`config.mk`:
```
export PLATFORM = sky130hd
export DESIGN_NAME = vinsn_dispatch
export DESIGN_NICKNAME = d
export VERILOG_FILES = /design/src/rtl/vrvv_pkg.sv /design/src/rtl/vreg_scoreboard.sv /design/src/rtl/vinsn_dispatch.sv
export SDC_FILE = /design/constraint.sdc
export NUM_CORES = 1
export LEC_CHECK = 0
export ABC_CLOCK_PERIOD_IN_PS = 3500
export CORE_MARGIN = 3
export CORE_UTILIZATION = 25
export CTS_BUF_LIST = sky130_fd_sc_hd__clkbuf_16
export CTS_CLUSTER_DIAMETER = 40
export DETAILED_ROUTE_END_ITERATION = 7
export PLACE_DENSITY = 0.48
export RECOVER_POWER = 50
export SLEW_MARGIN = 10
export SYNTH_ARGS = -nofsm -noshare
export SYNTH_HDL_FRONTEND = slang
export SYNTH_SLANG_ARGS = --single-unit
```
`constraint.sdc`:
```
create_clock -name clk -period 3.5 [get_ports clk]
set_clock_uncertainty 0.05 [all_clocks]
set_input_delay 0.7 -clock clk [delete_from_list [all_inputs] [get_ports clk]]
set_output_delay 0.7 -clock clk [all_outputs]
set_load 0.02 [all_outputs]
```
`src/rtl/vrvv_pkg.sv`:
```
// Shared encodings and types for the vector instruction issue stage.
// Opcode/funct3 constants, instruction classes, dispatch FSM states.
package vrvv_pkg;

    localparam logic [6:0] OPC_OPV     = 7'h57;
    localparam logic [6:0] OPC_LOADFP  = 7'h07;
    localparam logic [6:0] OPC_STOREFP = 7'h27;
    localparam logic [2:0] FUNCT3_CFG  = 3'd7;

    typedef enum logic [1:0] {
        CLS_ALU,
        CLS_MEM,
        CLS_CFG,
        CLS_ILL
    } insn_class_t;

    typedef enum logic {
        EMPTY,
        HELD
    } disp_state_t;

    function automatic insn_class_t classify(input logic [6:0] opcode, input logic [2:0] funct3);
        if (opcode == OPC_OPV)
            return (funct3 == FUNCT3_CFG) ? CLS_CFG : CLS_ALU;
        else if (opcode == OPC_LOADFP || opcode == OPC_STOREFP)
            return CLS_MEM;
        else
            return CLS_ILL;
    endfunction

endpackage

```
`src/rtl/vreg_scoreboard.sv`:
```
// Vector-register busy scoreboard: one set and one clear per cycle,
// a set wins over a clear aimed at the same register.
module vreg_scoreboard #(
    parameter int NUM_VREGS = 32,
    parameter int IDX_W     = $clog2(NUM_VREGS)
) (
    input  logic                 clk,
    input  logic                 rst,
    input  logic                 set_en,
    input  logic [IDX_W-1:0]     set_idx,
    input  logic                 clr_en,
    input  logic [IDX_W-1:0]     clr_idx,
    output logic [NUM_VREGS-1:0] busy_mask
);

    logic [NUM_VREGS-1:0] busy_q;
    logic [NUM_VREGS-1:0] busy_d;

    // NOTE: combinational next-state uses blocking '=' with a default first so no latch
    // is inferred; the later set assignment overriding the clear gives set priority.
    always_comb begin
        busy_d = busy_q;
        if (clr_en)
            busy_d[clr_idx] = 1'b0;
        if (set_en)
            busy_d[set_idx] = 1'b1;
    end

    // NOTE: state registers use non-blocking '<=' so every flop samples pre-edge values.
    always_ff @(posedge clk or negedge rst) begin
        if (!rst)
            busy_q <= '0;
        else
            busy_q <= busy_d;
    end

    assign busy_mask = busy_q;

endmodule

```
`src/rtl/vinsn_dispatch.sv`:
```
// Single-entry vector issue stage: classify the held instruction, check
// register hazards against the scoreboard and hand it to exactly one unit.
module vinsn_dispatch
    import vrvv_pkg::*;
#(
    parameter int INSN_WIDTH = 32,
    parameter int NUM_VREGS  = 32
) (
    input  logic                  clk,
    input  logic                  rst,
    input  logic                  in_valid,
    output logic                  in_ready,
    input  logic [INSN_WIDTH-1:0] in_insn,
    output logic [INSN_WIDTH-1:0] out_insn,
    output logic                  alu_valid,
    input  logic                  alu_ready,
    output logic                  mem_valid,
    input  logic                  mem_ready,
    output logic                  cfg_valid,
    input  logic                  cfg_ready,
    input  logic                  wb_valid,
    input  logic [4:0]            wb_vd,
    output logic                  illegal,
    output logic [NUM_VREGS-1:0]  busy_mask
);

    disp_state_t           state_q;
    logic [INSN_WIDTH-1:0] insn_q;

    logic [6:0] opcode;
    logic [2:0] funct3;
    logic [4:0] vd, vs1, vs2;
    logic       vm, mop0;
    logic       held, is_load, is_store;
    insn_class_t cls;

    assign opcode   = insn_q[6:0];
    assign funct3   = insn_q[14:12];
    assign vd       = insn_q[11:7];
    assign vs1      = insn_q[19:15];
    assign vs2      = insn_q[24:20];
    assign vm       = insn_q[25];
    assign mop0     = insn_q[26];
    assign cls      = classify(opcode, funct3);
    assign is_load  = (opcode == OPC_LOADFP);
    assign is_store = (opcode == OPC_STOREFP);
    assign held     = (state_q == HELD);

    // Every register the held instruction reads or writes; vd doubles as vs3 for stores.
    logic [NUM_VREGS-1:0] use_mask;
    always_comb begin
        use_mask = '0;
        if (cls == CLS_ALU) begin
            use_mask[vs2] = 1'b1;
            use_mask[vd]  = 1'b1;
            if (funct3 <= 3'd2)
                use_mask[vs1] = 1'b1;
        end
        if (cls == CLS_MEM) begin
            use_mask[vd] = 1'b1;
            if (mop0)
                use_mask[vs2] = 1'b1;
        end
        if ((cls == CLS_ALU || cls == CLS_MEM) && !vm)
            use_mask[0] = 1'b1;
    end

    logic hazard, fire, capture, set_en;

    assign hazard    = |(use_mask & busy_mask);
    assign alu_valid = held && (cls == CLS_ALU) && !hazard;
    assign mem_valid = held && (cls == CLS_MEM) && !hazard;
    assign cfg_valid = held && (cls == CLS_CFG) && (busy_mask == '0);
    assign illegal   = held && (cls == CLS_ILL);

    assign fire     = (alu_valid && alu_ready) || (mem_valid && mem_ready) || (cfg_valid && cfg_ready);
    assign in_ready = !held || fire || illegal;
    assign capture  = in_valid && in_ready;
    assign set_en   = fire && ((cls == CLS_ALU) || (cls == CLS_MEM && is_load && !is_store));
    assign out_insn = insn_q;

    always_ff @(posedge clk or negedge rst) begin
        if (!rst) begin
            state_q <= EMPTY;
            insn_q  <= '0;
        end else begin
            case (state_q)
                EMPTY: begin
                    if (capture) begin
                        insn_q  <= in_insn;
                        state_q <= HELD;
                    end
                end
                HELD: begin
                    if (capture)
                        insn_q <= in_insn;
                    else if (fire || illegal)
                        state_q <= EMPTY;
                end
                default: state_q <= EMPTY;
            endcase
        end
    end

    vreg_scoreboard #(
        .NUM_VREGS (NUM_VREGS)
    ) u_scoreboard (
        .clk       (clk),
        .rst       (rst),
        .set_en    (set_en),
        .set_idx   (vd),
        .clr_en    (wb_valid),
        .clr_idx   (wb_vd),
        .busy_mask (busy_mask)
    );

endmodule
```
### Word level (Yosys, flattened, before mapping)

Index checks and enable logic that the tools add are counted.

| cells by class | value |
|---|---|
| mux-type cells | 23 |
| reduce and logical (&&, ||, !) cells | 34 |
| order comparisons | 9 |
| equality and inequality tests | 7 |
| bitwise operators | 9 |

Operator list:

| kind | number |
|---|---|
| two-way mux 32 bit | 7 |
| bitwise OR 32 bit | 5 |
| bitwise AND 32 bit | 2 |
| zero test 32 bit | 1 |
| NOT 32 bit | 1 |
| OR reduction 32 bit | 1 |
| < comparator 5 x 6 -> 1 bit, second input constant | 4 |
| demux 1 bit (select 5 bit) | 4 |
| >= comparator 5 x 1 -> 1 bit, second input constant | 4 |
| logical AND 1 bit | 19 |
| logical OR 1 bit | 8 |
| two-way mux 1 bit | 8 |
| equality test 7 x 3 -> 1 bit, second input constant | 1 |
| equality test 7 x 6 -> 1 bit, second input constant | 1 |
| equality test 7 bit, second input constant | 1 |
| two-way mux 2 bit | 3 |
| equality test 2 bit, second input constant | 2 |
| zero test 1 bit | 4 |
| equality test 3 bit, second input constant | 1 |
| <= comparator 3 x 2 -> 1 bit, second input constant | 1 |
| equality test 2 x 1 -> 1 bit, second input constant | 1 |
| zero test 2 bit | 1 |
| one-hot mux 1 bit (2 select lines) | 1 |
| NOT 1 bit | 1 |

| word-level totals | value |
|---|---|
| output and inout bits | 69 |
| flip-flop bits (word level) | 65 |
| logic and storage cells | 85 |

### Depth between registers and ports, before layout

| logic depth | value |
|---|---|
| word-level depth | 25 |
| gate-level depth with buffers | 13 |

### Modules after synthesis

A second synthesis with hierarchy kept.

| second synthesis, totals | value |
|---|---|
| cells, all modules | 587 |
| area total of the unflattened synthesis | 4971.0 um^2 |

Modules (own cells, without submodules):

| module | area an instance (um^2) | seq. area each (um^2) | instances | cells an instance |
|---|---|---|---|---|
| vinsn_dispatch | 3663.5 | 825.8 | 1 | 464 |
| vreg_scoreboard | 1307.5 | 800.8 | 1 | 123 |

### Least setup slack after synthesis

No wires, ideal clock.

| timing | value |
|---|---|
| path kind | register -> output |
| start | reg insn_q[19] (netlist: out_insn[19]) |
| end | out in_ready |
| required time | 2.750 ns |
| arrival time | 2.740 ns |
| cell stages (with the launch flop) | 9 |
| setup slack | 0.010 ns |
| path buffers | 0 |
| cell sequence | dfrtp_1 -> a21boi_2 -> and3_4 -> a221o_1 -> a222oi_1 -> o2111ai_1 -> a2111o_1 -> or3_1 -> nand4_1 |

| on the way | value |
|---|---|
| longest elaborated chain between the ends | 21 |
| elaborated cells between the ends (all ways) | 24 |

Ends and longest elaborated chain:

| what | RTL line | text |
|---|---|---|
| from (decl) | vinsn_dispatch.sv:28 | `logic [INSN_WIDTH-1:0] insn_q;` |
| from (signal assigned) | vinsn_dispatch.sv:90 | `insn_q <= in_insn;` |
| from (signal assigned) | vinsn_dispatch.sv:96 | `insn_q <= in_insn;` |
| < comparator 5 x 6 -> 1 bit (implied by the code) / >= comparator 5 x 1 -> 1 bit (equally long branches) | vinsn_dispatch.sv:57 | `use_mask[vs1] = 1'b1;` |
| logical AND 1 bit (implied by the code) | vinsn_dispatch.sv:57 |  |
| two-way mux 1 bit (implied by the code) | vinsn_dispatch.sv:57 |  |
| demux 1 bit (select 5 bit) (*) | vinsn_dispatch.sv:57 |  |
| bitwise OR 32 bit (no line) (*) | n/a |  |
| two-way mux 32 bit (*) | vinsn_dispatch.sv:56 | `if (funct3 <= 3'd2)` |
| two-way mux 32 bit (*) | vinsn_dispatch.sv:53 | `if (cls == CLS_ALU) begin` |
| bitwise OR 32 bit (no line) (2 in series) | n/a |  |
| (+2 left out) | n/a |  |
| two-way mux 1 bit | vinsn_dispatch.sv:64 | `if ((cls == CLS_ALU \|\| cls == CLS_MEM) && !vm)` |
| bitwise AND 32 bit (*) | vinsn_dispatch.sv:70 | `assign hazard = \|(use_mask & busy_mask);` |
| OR reduction 32 bit (*) | vinsn_dispatch.sv:70 |  |
| zero test 1 bit (*) | vinsn_dispatch.sv:71, vinsn_dispatch.sv:72 |  |
| logical AND 1 bit (on tied branches) | vinsn_dispatch.sv:71, vinsn_dispatch.sv:72 |  |
| logical AND 1 bit | vinsn_dispatch.sv:76 | `assign fire = (alu_valid && alu_ready) \|\| (mem_valid && mem_ready) \|\| (cfg_valid && cfg_ready);` |
| logical OR 1 bit (*) (2 in series) | vinsn_dispatch.sv:76 |  |
| logical OR 1 bit (*) (2 in series) | vinsn_dispatch.sv:77 | `assign in_ready = !held \|\| fire \|\| illegal;` |
| to (decl) | vinsn_dispatch.sv:12 | `output logic in_ready,` |

Every way passes the cells marked *; elsewhere a longest branch is shown, timed or not.

### Final worst setup path

Ends and elaborated chain as after synthesis.

==> flow_summary.json <==
{
  "via_count": 5429,
  "min_from": "out_insn[30]",
  "syn_nets": 555,
  "yosysWarnings": 0,
  "drt-pass1-iter-count": 5,
  "nFillCells": 1736,
  "max_freq_mhz": 256,
  "avgSynthCellArea_um2": 8.79,
  "die_h_um": 140,
  "critPathTopFamily": "compound AO/OA/AOI/OAI gates",
  "rows": 48,
  "r2r-end": "out_insn[7]",
  "postCtsHoldBufs": 0,
  "cts.clk_slew.worst_paths_ps": 60,
  "arrival_ps": 3160,
  "dieArea_um2": 19600,
  "synth_flop_cell": "dfrtp_1",
  "layout_min_cycle_time_ps": 3910,
  "place_ws_ps": -643,
  "synth_top_area_cell": "dfrtp_1",
  "ys_types": 55,
  "clockBufferDepth": 2,
  "die_x_um": 140,
  "hold_violations": 0,
  "synth-edff-count": 0,
  "power_density_nw_per_um2": 352,
  "layout_setup_ws_ps": -413,
  "htree_levels": 3,
  "crit_type": "flop to output pin",
  "routed_wl_um": 23800,
  "postSynthCellCount": 511,
  "hold_path_depth": 1,
  "critPathRequiredTime_ps": 2750,
  "grt_max_degree": 35,
  "port_buffers": 112,
  "ir_drop_mv": 0.226,
  "synth_seq_area_share_pct": 36.2,
  "rsz0062_at_grt": "true",
  "core_um2": 17400,
  "layoutNonFillerInstCount": 1006,
  "drtAntennaViolNets": 0,
  "clkSinkCount": 65,
  "overflow": 0,
  "drc": 0,
  "cts_buffers": 9,
  "grt_usage_pct": 23.8,
  "dp.cells": 975,
  "wire_per_inst_um": 23.7,
  "finalSetupViolCount": 35,
  "cp-end-kind": "output pin",
  "boundaryPins": 113,
  "reg2reg_depth": 13,
  "dp_hpwl_um": 18500,
  "path_buf_inv": 1,
  "slowest_delay_ps": 490,
  "setup_tns_ps": -2270,
  "maxSlewViolCount": 35,
  "critPathLaunch": "out_insn[19]",
  "clkLatencyLatePin_ps": 350,
  "netlist_area_um2": 4490,
  "run_status": "finished, violations left",
  "r2r_start": "out_insn[1]",
  "diodes": 0,
  "min_to": "out_insn[30]",
  "ys_async_sr_fraction_pct": 100,
  "yosys.area.top_type_share_pct": 36.2,
  "crit_chain": "a21boi_2 > and3_4 > a221o_1 > a222oi_1 > o2111ai_2 > a2111o_1 > or3_4 > nand4_1 > buf_6",
  "tightest_slew_ps": 1930,
  "place.gp.congestion": 1.04,
  "fin_crit_sh_pct": 112,
  "violations": "max-capacitance violations, max-slew violations, negative setup slack",
  "dr.first_iter.drc_count": 409,
  "cts_root_buffer": "clkbuf_16",
  "p_leak_uw": 0.00316,
  "cp-start-kind": "flop",
  "grt_pass1_vias": 5501,
  "cts_tree": "yes",
  "relSlewSlack_pct": -28.5,
  "slowest_stage": "a2111o_1",
  "grt_pass1_wl_um": 35000,
  "syn2layout_area_growth_pct": 69.8,
  "synth_area_leaders": "dfrtp_1 36%, mux2_4 10%, nand2_1 6.9%, o21ai_0 5.6%, nand3_1 2.7%",
  "via_per_inst": 5.40,
  "nets": 821,
  "ys_seq_elements": 65,
  "start_util_pct": 25.8,
  "max-cap-violations": 1,
  "path_max_fanout": 3,
  "worstHoldPathType": "flop to flop",
  "r2r_slack_ps": -60,
  "antenna_found_initial": 0,
  "power.total_uw": 2680,
  "drive_gt1_share_pct": 33.3
}
==> sequential cells by signal, summed over array words and instances (netlist names) <==
name                    cells
out_insn                   32
held                        1
u_scoreboard.busy_mask     32
==> metrics by stage <==
step / util, % / instance area [µm²] / hold WS (ps)
5_1_grt: 43.8 / 7630 / 473
2_1_floorplan: - / 4490 / 354
6_report: 43.8 / 7630 / 457
3_5_place_dp: 40.3 / 7020 / 441
4_1_cts: 43.2 / 7520 / 416
3_3_place_gp: 40.3 / 7020 / 450
==> placed cells by master (no fill, tap or decap), drive strengths merged, types with 6 or more instances in the layout <==
cell and instances:
a21oi 20, and2 6, buf 178, dfrtp 65, nor2 16, nor3b 7
o31ai 12, nand3 25, o211ai 14, nand3b 8, nor4 7, and3b 7
clkdlybuf4s50 91, nand2 83, nand4 16, or3 7, dlygate4sd3 17, nor2b 8
mux2 32, clkbuf 13, a22oi 12, o21ai 60
==> layout make-up <==
type / count / area, µm² / share of cell area [%]
inverters: 3 / 11.3 / 0.148
clock inverters: 6 / 60.1 / 0.788
clock buffers: 9 / 225 / 2.95
multi-input cells: 408 / 2820 / 37.0
repair buffers: 290 / 2600 / 34.1
well taps: 225 / 282 / 3.69
flip-flops and latches: 65 / 1630 / 21.3
==> kinds of logic (layout without fill, tap and decap cells) <==
group	after synthesis	count (layout)	synth area share (%)
DFF	65	65	36.2
AOI/OAI and AO/OA	161	161	24.0
and+or+nand+nor	215	215	25.2
muxes	32	32	10.5
buffers and inverters	38	308	4.09
==> synthesized netlist by cell type, types with 7 or more instances <==
cell      count
mux2_4       30
a21oi_1      20
or3_1         7
nor4_1        7
o21ai_1      10
nand2_1      83
nand3_1      24
nor2b_1       8
o31ai_1      12
nand3b_1      8
o211ai_1     14
and3b_1       7
nor2_1       16
nand4_1      16
nor3b_1       7
o21ai_0      50
buf_2         9
a22oi_1      11
clkbuf_1     18
dfrtp_1      65
==> how the worst max path moves through the flow <==
stage	endpoint	slack (ps)	cells past startpoint
2_1_floorplan	in_ready	10	8
3_3_place_gp	in_ready	-710	10
3_5_place_dp	in_ready	-640	10
4_1_cts	in_ready	-350	9
5_1_grt	in_ready	-480	11
6_report	in_ready	-410	9
==> per-layer routing <==
layer / GRT usage [%] / wire, µm / vias to the layer above
li1: - / - / 2478
met1: 31.0 / 10300 / 2670
met2: 39.1 / 11400 / 239
met3: 4.40 / 1350 / 42
met4: 9.13 / 794 / 0
met5: 0 / 0 / -
==> power breakdown <==
group / total, µW / switching, µW / leakage, µW / internal, µW
Sequential: 833 / 39.1 / 0.000832 / 793
Clock: 912 / 369 / 0.000139 / 544
Combinational: 937 / 472 / 0.00219 / 465
Total: 2680 / 879 / 0.00316 / 1800
==> repair_timing <==
action | 4_1_cts | 5_1_grt
setup endpoints to repair | 36 | 65
gates resized for setup | 44 | 11
cloned | 2 | 1
setup buffers | 7 | 9
pin swaps | 10 | 15
(Power assumes the default switching activity.)
